[src/rtl/analog_rx_pkg.sv]
// Shared types for the analog RX scheduler: FSM state encoding, config layout, job counter width.
// Pure type/constant package: no latency, no flow control.
// Backpressure: not applicable.
package analog_rx_pkg;

    localparam int JOB_CNT_W   = 16;
    localparam int RX_NUM_SPIN = 256;
    localparam int RX_CNT_W    = 8;

    typedef enum logic [1:0] {
        IDLE      = 2'd0,
        WRITE     = 2'd1,
        COMPUTE   = 2'd2,
        WAIT_IDLE = 2'd3
    } rx_state_e;

    // Default-width config layout; the scheduler mirrors these fields at its own widths.
    typedef struct packed {
        logic [RX_CNT_W-1:0]    write_cyc;
        logic [RX_CNT_W-1:0]    cmpt_cyc;
        logic [RX_NUM_SPIN-1:0] wwl_strobe;
        logic [RX_NUM_SPIN-1:0] mode;
    } rx_cfg_t;

endpackage

[src/rtl/analog_rx_spin_fifo.sv]
// Spin-vector FIFO with occupancy output and registered ready.
// Latency: a pushed entry is visible at the head one cycle later (no fall-through).
// Backpressure: ready_o = !full, registered; a push while full is dropped even if a pop occurs.
module analog_rx_spin_fifo #(
    parameter int WIDTH = 256,
    parameter int DEPTH = 4,
    localparam int AW   = $clog2(DEPTH),
    localparam int LW   = AW + 1
) (
    input  logic             clk_i,
    input  logic             rst_i,
    input  logic             push_i,
    input  logic [WIDTH-1:0] data_i,
    output logic             ready_o,
    input  logic             pop_i,
    output logic [WIDTH-1:0] head_o,
    output logic             empty_o,
    output logic [LW-1:0]    level_o
);

    logic [WIDTH-1:0] mem_q [DEPTH];
    logic [AW-1:0]    wr_ptr_q, rd_ptr_q;
    logic [LW-1:0]    level_q, level_d;
    logic             ready_q;
    logic             push_ok, pop_ok;

    assign empty_o = (level_q == '0);
    assign push_ok = push_i & ready_q;
    assign pop_ok  = pop_i & ~empty_o;
    assign level_d = level_q + LW'(push_ok) - LW'(pop_ok);

    always_ff @(posedge clk_i or posedge rst_i) begin
        if (rst_i) begin
            wr_ptr_q <= '0;
            rd_ptr_q <= '0;
            level_q  <= '0;
            ready_q  <= 1'b1;
        end else begin
            if (push_ok) wr_ptr_q <= wr_ptr_q + AW'(1);
            if (pop_ok)  rd_ptr_q <= rd_ptr_q + AW'(1);
            level_q <= level_d;
            ready_q <= (level_d != LW'(DEPTH));
        end
    end

    always_ff @(posedge clk_i) begin
        if (push_ok) mem_q[wr_ptr_q] <= data_i;
    end

    assign head_o  = mem_q[rd_ptr_q];
    assign ready_o = ready_q;
    assign level_o = level_q;

endmodule

[src/rtl/analog_rx_sched.sv]
// Buffered RX scheduler: per queued spin vector runs WRITE, COMPUTE, then waits for macro idle.
// Latency: first WWL cycle is the cycle after the pop; all macro-facing outputs registered.
// Backpressure: spin_ready_o drops when FIFO full; optional watchdog via ANALOG_RX_TIMEOUT_EN.
module analog_rx_sched
    import analog_rx_pkg::*;
#(
    parameter int NUM_SPIN       = 256,
    parameter int CNT_W          = 8,
    parameter int FIFO_DEPTH     = 4,
    parameter int TIMEOUT_CYCLES = 1024,
    localparam int LVL_W         = $clog2(FIFO_DEPTH) + 1
) (
    input  logic                 clk_i,
    input  logic                 rst_i,
    input  logic                 en_i,
    input  logic                 cfg_load_i,
    input  logic [CNT_W-1:0]     cfg_write_cyc_i,
    input  logic [CNT_W-1:0]     cfg_cmpt_cyc_i,
    input  logic [NUM_SPIN-1:0]  cfg_wwl_strobe_i,
    input  logic [NUM_SPIN-1:0]  cfg_mode_i,
    input  logic                 spin_valid_i,
    output logic                 spin_ready_o,
    input  logic [NUM_SPIN-1:0]  spin_i,
    input  logic                 analog_macro_idle_i,
    output logic [NUM_SPIN-1:0]  spin_wwl_o,
    output logic [NUM_SPIN-1:0]  wbl_o,
    output logic [NUM_SPIN-1:0]  spin_compute_en_o,
    output logic [LVL_W-1:0]     fifo_level_o,
    output logic                 rx_idle_o,
    output logic                 cmpt_done_o,
    output logic [JOB_CNT_W-1:0] job_cnt_o,
    output logic                 timeout_err_o
);

    typedef struct packed {
        logic [CNT_W-1:0]    write_cyc;
        logic [CNT_W-1:0]    cmpt_cyc;
        logic [NUM_SPIN-1:0] wwl_strobe;
        logic [NUM_SPIN-1:0] mode;
    } cfg_t;

    rx_state_e            state_q, state_d;
    logic [CNT_W-1:0]     cnt_q, cnt_d;
    cfg_t                 cfg_q, cfg_d;
    logic [NUM_SPIN-1:0]  wwl_q, wwl_d;
    logic [NUM_SPIN-1:0]  wbl_q, wbl_d;
    logic [NUM_SPIN-1:0]  cen_q, cen_d;
    logic                 done_q, done_d;
    logic [JOB_CNT_W-1:0] job_q, job_d;
    logic                 terr_q, terr_d;

    logic                 pop;
    logic                 fifo_empty;
    logic [NUM_SPIN-1:0]  fifo_head;
    logic                 phase_last;
    logic                 wd_hit;
    logic                 cfg_take;

    analog_rx_spin_fifo #(
        .WIDTH (NUM_SPIN),
        .DEPTH (FIFO_DEPTH)
    ) u_fifo (
        .clk_i   (clk_i),
        .rst_i   (rst_i),
        .push_i  (spin_valid_i),
        .data_i  (spin_i),
        .ready_o (spin_ready_o),
        .pop_i   (pop),
        .head_o  (fifo_head),
        .empty_o (fifo_empty),
        .level_o (fifo_level_o)
    );

    // A phase of length 0 or 1 both end after their first cycle.
    assign phase_last = (cnt_q <= CNT_W'(1));
    assign cfg_take   = cfg_load_i & (state_q == IDLE);

`ifdef ANALOG_RX_TIMEOUT_EN
    localparam int WD_W = $clog2(TIMEOUT_CYCLES + 1);
    logic [WD_W-1:0] wd_q, wd_d;

    assign wd_hit = (state_q == WAIT_IDLE) & (wd_q == WD_W'(TIMEOUT_CYCLES - 1));
    assign wd_d   = ((state_q == WAIT_IDLE) && (state_d == WAIT_IDLE)) ? wd_q + WD_W'(1) : '0;

    always_ff @(posedge clk_i or posedge rst_i) begin
        if (rst_i) wd_q <= '0;
        else       wd_q <= wd_d;
    end

    always_comb begin
        terr_d = terr_q;
        if (!en_i || cfg_take)                         terr_d = 1'b0;
        else if (wd_hit && !analog_macro_idle_i)       terr_d = 1'b1;
    end
`else
    assign wd_hit = 1'b0;
    assign terr_d = 1'b0;
`endif

    always_ff @(posedge clk_i or posedge rst_i) begin
        if (rst_i) state_q <= IDLE;
        else       state_q <= state_d;
    end

    always_comb begin
        state_d = state_q;
        cnt_d   = cnt_q;
        pop     = 1'b0;
        if (!en_i) begin
            state_d = IDLE;
        end else begin
            case (state_q)
                IDLE: begin
                    if (!fifo_empty && analog_macro_idle_i) begin
                        pop     = 1'b1;
                        state_d = WRITE;
                        cnt_d   = cfg_q.write_cyc;
                    end
                end
                WRITE: begin
                    if (phase_last) begin
                        state_d = COMPUTE;
                        cnt_d   = cfg_q.cmpt_cyc;
                    end else begin
                        cnt_d = cnt_q - CNT_W'(1);
                    end
                end
                COMPUTE: begin
                    if (phase_last) state_d = WAIT_IDLE;
                    else            cnt_d   = cnt_q - CNT_W'(1);
                end
                WAIT_IDLE: begin
                    if (analog_macro_idle_i || wd_hit) state_d = IDLE;
                end
                default: state_d = IDLE;
            endcase
        end
    end

    // Outputs are computed from the next state so the registered copy lines up with state_q.
    always_comb begin
        wwl_d  = (state_d == WRITE)   ? cfg_q.wwl_strobe : '0;
        cen_d  = (state_d == COMPUTE) ? cfg_q.mode       : '0;
        wbl_d  = pop ? fifo_head : wbl_q;
        cfg_d  = cfg_q;
        done_d = done_q;
        job_d  = job_q;
        if (cfg_take) begin
            cfg_d.write_cyc  = cfg_write_cyc_i;
            cfg_d.cmpt_cyc   = cfg_cmpt_cyc_i;
            cfg_d.wwl_strobe = cfg_wwl_strobe_i;
            cfg_d.mode       = cfg_mode_i;
        end
        if (!en_i) begin
            done_d = 1'b0;
        end else if (pop) begin
            done_d = 1'b0;
        end else if (state_q == COMPUTE && state_d == WAIT_IDLE) begin
            done_d = 1'b1;
            job_d  = job_q + JOB_CNT_W'(1);
        end
    end

    always_ff @(posedge clk_i or posedge rst_i) begin
        if (rst_i) begin
            cnt_q  <= '0;
            cfg_q  <= '0;
            wwl_q  <= '0;
            wbl_q  <= '0;
            cen_q  <= '0;
            done_q <= 1'b0;
            job_q  <= '0;
            terr_q <= 1'b0;
        end else begin
            cnt_q  <= cnt_d;
            cfg_q  <= cfg_d;
            wwl_q  <= wwl_d;
            wbl_q  <= wbl_d;
            cen_q  <= cen_d;
            done_q <= done_d;
            job_q  <= job_d;
            terr_q <= terr_d;
        end
    end

    assign spin_wwl_o        = wwl_q;
    assign wbl_o             = wbl_q;
    assign spin_compute_en_o = cen_q;
    assign cmpt_done_o       = done_q;
    assign job_cnt_o         = job_q;
    assign timeout_err_o     = terr_q;
    assign rx_idle_o         = (state_q == IDLE) & fifo_empty;

endmodule

[config.mk]
export PLATFORM = sky130hd
export DESIGN_NAME = analog_rx_sched
export DESIGN_NICKNAME = d
export VERILOG_FILES = /design/src/rtl/analog_rx_pkg.sv /design/src/rtl/analog_rx_spin_fifo.sv /design/src/rtl/analog_rx_sched.sv
export SDC_FILE = /design/constraint.sdc
export NUM_CORES = 2
export LEC_CHECK = 0
export ABC_AREA = 1
export CAP_MARGIN = 30
export CORE_AREA = 2 2 622 624
export CTS_CLUSTER_DIAMETER = 30
export DETAILED_ROUTE_END_ITERATION = 10
export DIE_AREA = 0 0 624 626
export DONT_BUFFER_PORTS = 1
export PLACE_DENSITY = 0.37
export REMOVE_ABC_BUFFERS = 1
export SETUP_SLACK_MARGIN = 0.02
export SYNTH_ARGS = -nofsm -noshare
export SYNTH_HDL_FRONTEND = slang
export SYNTH_SLANG_ARGS = --single-unit
[constraint.sdc]
create_clock -name clk_i -period 48.3 [get_ports clk_i]
set_clock_uncertainty 0.15 [all_clocks]
set_input_delay 9.66 -clock clk_i [delete_from_list [all_inputs] [get_ports clk_i]]
set_output_delay 9.66 -clock clk_i [all_outputs]
set_load 0.01 [all_outputs]
==> impl_metrics.tcl <==
set metrics [dict create \
    htreeDepth 6 \
    clkSlewWorstSetupHoldPaths_ns 0.05 \
    max_cap_viol_count 0 \
    grt_setup_unrepaired "no" \
    tns_ns 0 \
    ir_drop_v 0.0000429 \
    drt-total-wl_mm 328 \
    cp_common_cell "buf_4" \
    worstPathMaxFanout 82 \
    overflow 0 \
    criticalPathCategory "input pin to flip-flop" \
    synth.top_cell.area_share_pct 38.4 \
    drt_iter0_drc 3261 \
    startpoint "cfg_load_i" \
    final_hold_viol_count 0 \
    fp.dieW_um 624 \
    yosysSeqAreaShare_pct 73.9 \
    utilization_pct 29.4 \
    yosys_warnings 0 \
    clk_latency_ns 1.02 \
    io_pins 1581 \
    slew_headroom_pct 11.0 \
    clock_path_buffers 4 \
    post_cts_buffers 0 \
    grt_max_degree 197 \
    cts_buffers 595 \
    period_share_pct 26.6 \
    core_mm2 0.384 \
    wl_met3_mm 33.2 \
    max_freq_ghz 0.0779 \
    yosys.area_share.xor_xnor_pct 0.202 \
    clock-sinks 2355 \
    critPathTopFamily "buffers and inverters" \
    avgRoutedWirePerCell_um 25.1 \
    dr_wl_met2_mm 168 \
    end_kind "flip-flop" \
    synth_ff_type "dfrtp_1" \
    io_buffers 0 \
    crit_chain "nand2_4 -> buf_4 -> buf_4 -> buf_4 -> buf_4 -> nor2_1 -> a21oi_1" \
    cts_root_buf "clkbuf_16" \
    ys_seq_elements 2355 \
    muxShareOfSynthArea_pct 0.182 \
    cpMaxStageDelayCell "buf_4" \
    setup_viol 0 \
    firstDrtPassIters 6 \
    synth-adder-area-share_pct 0.240 \
    grt_pass1_wl_mm 451 \
    die_y_um 626 \
    yosysUniqueCellTypes 37 \
    path_buf_inv 4 \
    antenna_found_initial 60 \
    synth-compound-area-share_pct 7.87 \
    synth_area_leaders "dfrtp_1 38%, edfxtp_1 35%, nor2_1 6.0%" \
    drc 0 \
    fin_crit_ns 12.84 \
    crit_arrival_ns 13.59 \
    cts_hold_buf 0 \
    grt_usage_pct 16.1 \
    rows 228 \
    synthTopCellsByCount "1379 x nor2_1, 1330 x dfrtp_1, 1024 x edfxtp_1" \
    cts_tree "done" \
    wl_met1_mm 115 \
    hp-start "cfg_q[457]$_DFFE_PP0P_" \
    synth-edff-count 1024 \
    async_flop_share_pct 56.5 \
    worstMarginPinSlew_ns 1.33 \
    start_util_pct 22.5 \
    fin_nets 8257 \
    synthCells 7172 \
    vias_per_cell 4.19 \
    r2r-start "state_q[0]$_DFF_PP0_" \
    place_congestion 0.886 \
    final_antenna_net_count 0 \
    slew_viol_final 0 \
    post_cts_resize_count 0 \
    status "finished, final reports clean" \
    yosysMostFrequentCell "nor2_1" \
    cellPowerDensity_mw_per_mm2 72.6 \
    drive_above_1_share_pct 16.2 \
    area_delta_synth_final_pct 30.2 \
    die-area_mm2 0.391 \
    synthSimpleGateAreaFrac_pct 12.8 \
    dp_hpwl_mm 220 \
    p_leak_nw 47.7 \
    synth_top_family_by_area "simple AND/OR/NAND/NOR gates" \
    top_layer "met5" \
    cpPeakStageDelay_ns 0.74 \
    min_path_type "flip-flop to flip-flop" \
    synth_area_per_cell_um2 12.1 \
    critPathLaunchType "input pin" \
    vias 54600 \
    yosys.area.top_type "dfrtp_1" \
    critPathRequiredTime_ns 49.05 \
    synth_area_mm2 0.0866 \
    grt_pass1_vias 56400 \
]
==> power by group <==
| group | total, W | internal, W | switching [W] |
|---|---|---|---|
| Sequential | 0.00292 | 0.00256 | 0.000366 |
| Combinational | 0.00123 | 0.000322 | 0.000903 |
| Clock | 0.00404 | 0.00277 | 0.00127 |
==> worst paths after layout <==
path                                             end  slack (ns)  depth (start not counted)
max                           cfg_q[311]$_DFFE_PP0P_       35.46                          7
min                        spin_wwl_o[201]$_DFF_PP0_        0.31                          2
max reg2reg                   cfg_q[311]$_DFFE_PP0P_       42.88                          9
min reg2reg                spin_wwl_o[201]$_DFF_PP0_        0.31                          2
max in group asynchronous      wbl_o[80]$_DFFE_PP0N_       35.61                          7
min in group asynchronous     cfg_q[414]$_DFFE_PP0P_        8.44                          1
==> cell type report <==
cell class,count,area (um^2)
timing repair buffer,86,880
clock inverter,288,4100
antenna,28,70.1
sequential,2355,64100
multi-input combinational,3858,18500
clock buffer,811,16800
fill,39100,271000
inverter,555,2110
tap,5060,6330
==> cells by family after synthesis <==
logic type	count (synthesis)
adder cells (fa/ha/maj)	16
AND/OR/NAND/NOR	2514
other	1
XOR/XNOR	20
flip-flops	2355
buffers and inverters	959
AO/OA/AOI/OAI	1293
multiplexers	14
==> cells in the final DEF, fill, tap and decap left out, types with 2 or more instances in the layout <==
| cell type | n |
|---|---|
| dfrtp_4 | 2 |
| clkbuf_16 | 597 |
| inv_1 | 546 |
| clkbuf_8 | 102 |
| nor2_1 | 1375 |
| o21ai_0 | 517 |
| nor2_2 | 2 |
| bufinv_16 | 64 |
| nand2_2 | 4 |
| clkinv_1 | 29 |
| buf_4 | 69 |
| diode_2 | 28 |
| nand4_1 | 18 |
| clkinv_16 | 25 |
| clkinv_4 | 7 |
| clkinv_2 | 87 |
| inv_8 | 4 |
| clkbuf_1 | 112 |
| edfxtp_1 | 1024 |
| ha_1 | 15 |
| clkinvlp_4 | 42 |
| xnor2_1 | 8 |
| a21oi_1 | 516 |
| mux2_2 | 14 |
| inv_16 | 10 |
| nor2_4 | 205 |
| o22ai_1 | 256 |
| buf_16 | 4 |
| clkinv_8 | 13 |
| dfrtp_1 | 1328 |
| nand2_1 | 877 |
| inv_6 | 11 |
| inv_2 | 5 |
| nand3_1 | 25 |
| buf_12 | 12 |
| xor2_1 | 12 |
==> sequential cells by signal, summed over array words and instances, names as in the netlist <==
| signal | flops |
|---|---|
| cnt_q | 8 |
| u_fifo.mem_q | 1024 |
| wbl_o | 256 |
| cmpt_done_o | 1 |
| job_cnt_o | 16 |
| u_fifo.level_o | 3 |
| state_q | 2 |
| cfg_q | 528 |
| u_fifo.wr_ptr_q | 2 |
| u_fifo.rd_ptr_q | 2 |
| spin_wwl_o | 256 |
| u_fifo.ready_o | 1 |
| spin_compute_en_o | 256 |
==> layer usage <==
layer	vias to the layer above	GRT usage [%]
met5	-	0
met4	40	5.72
met3	596	7.45
met2	1914	28.7
met1	27600	16.6
li1	24400	-
==> through the flow <==
| stage | setup WS (ns) | total power [W] | instances | hold slack (ns) | instance area [um^2] |
|---|---|---|---|---|---|
| after floorplan | 0.971 | 0.00384 | 6768 | 0.299 | 84600 |
| after global placement | 33.98 | 0.00422 | 11900 | 0.319 | 91800 |
| after detailed placement | 33.88 | 0.00424 | 11900 | 0.319 | 91800 |
| after CTS | 34.96 | 0.00834 | 13000 | 0.318 | 113000 |
| after global routing | 35.06 | 0.00860 | 13000 | 0.343 | 113000 |
| final | 35.46 | 0.00819 | 13000 | 0.309 | 113000 |
==> worst register-to-register path, stage by stage, from the launching register on <==
cell and delay, ns:
dfrtp_1 0.46, inv_1 0.18, ha_1 0.46, nand2_4 0.69
buf_4 0.78, buf_4 0.74, buf_4 0.75, buf_4 0.79
nor2_1 0.17, a21oi_1 0.16
Note: power is estimated with default switching activity, not from simulation.
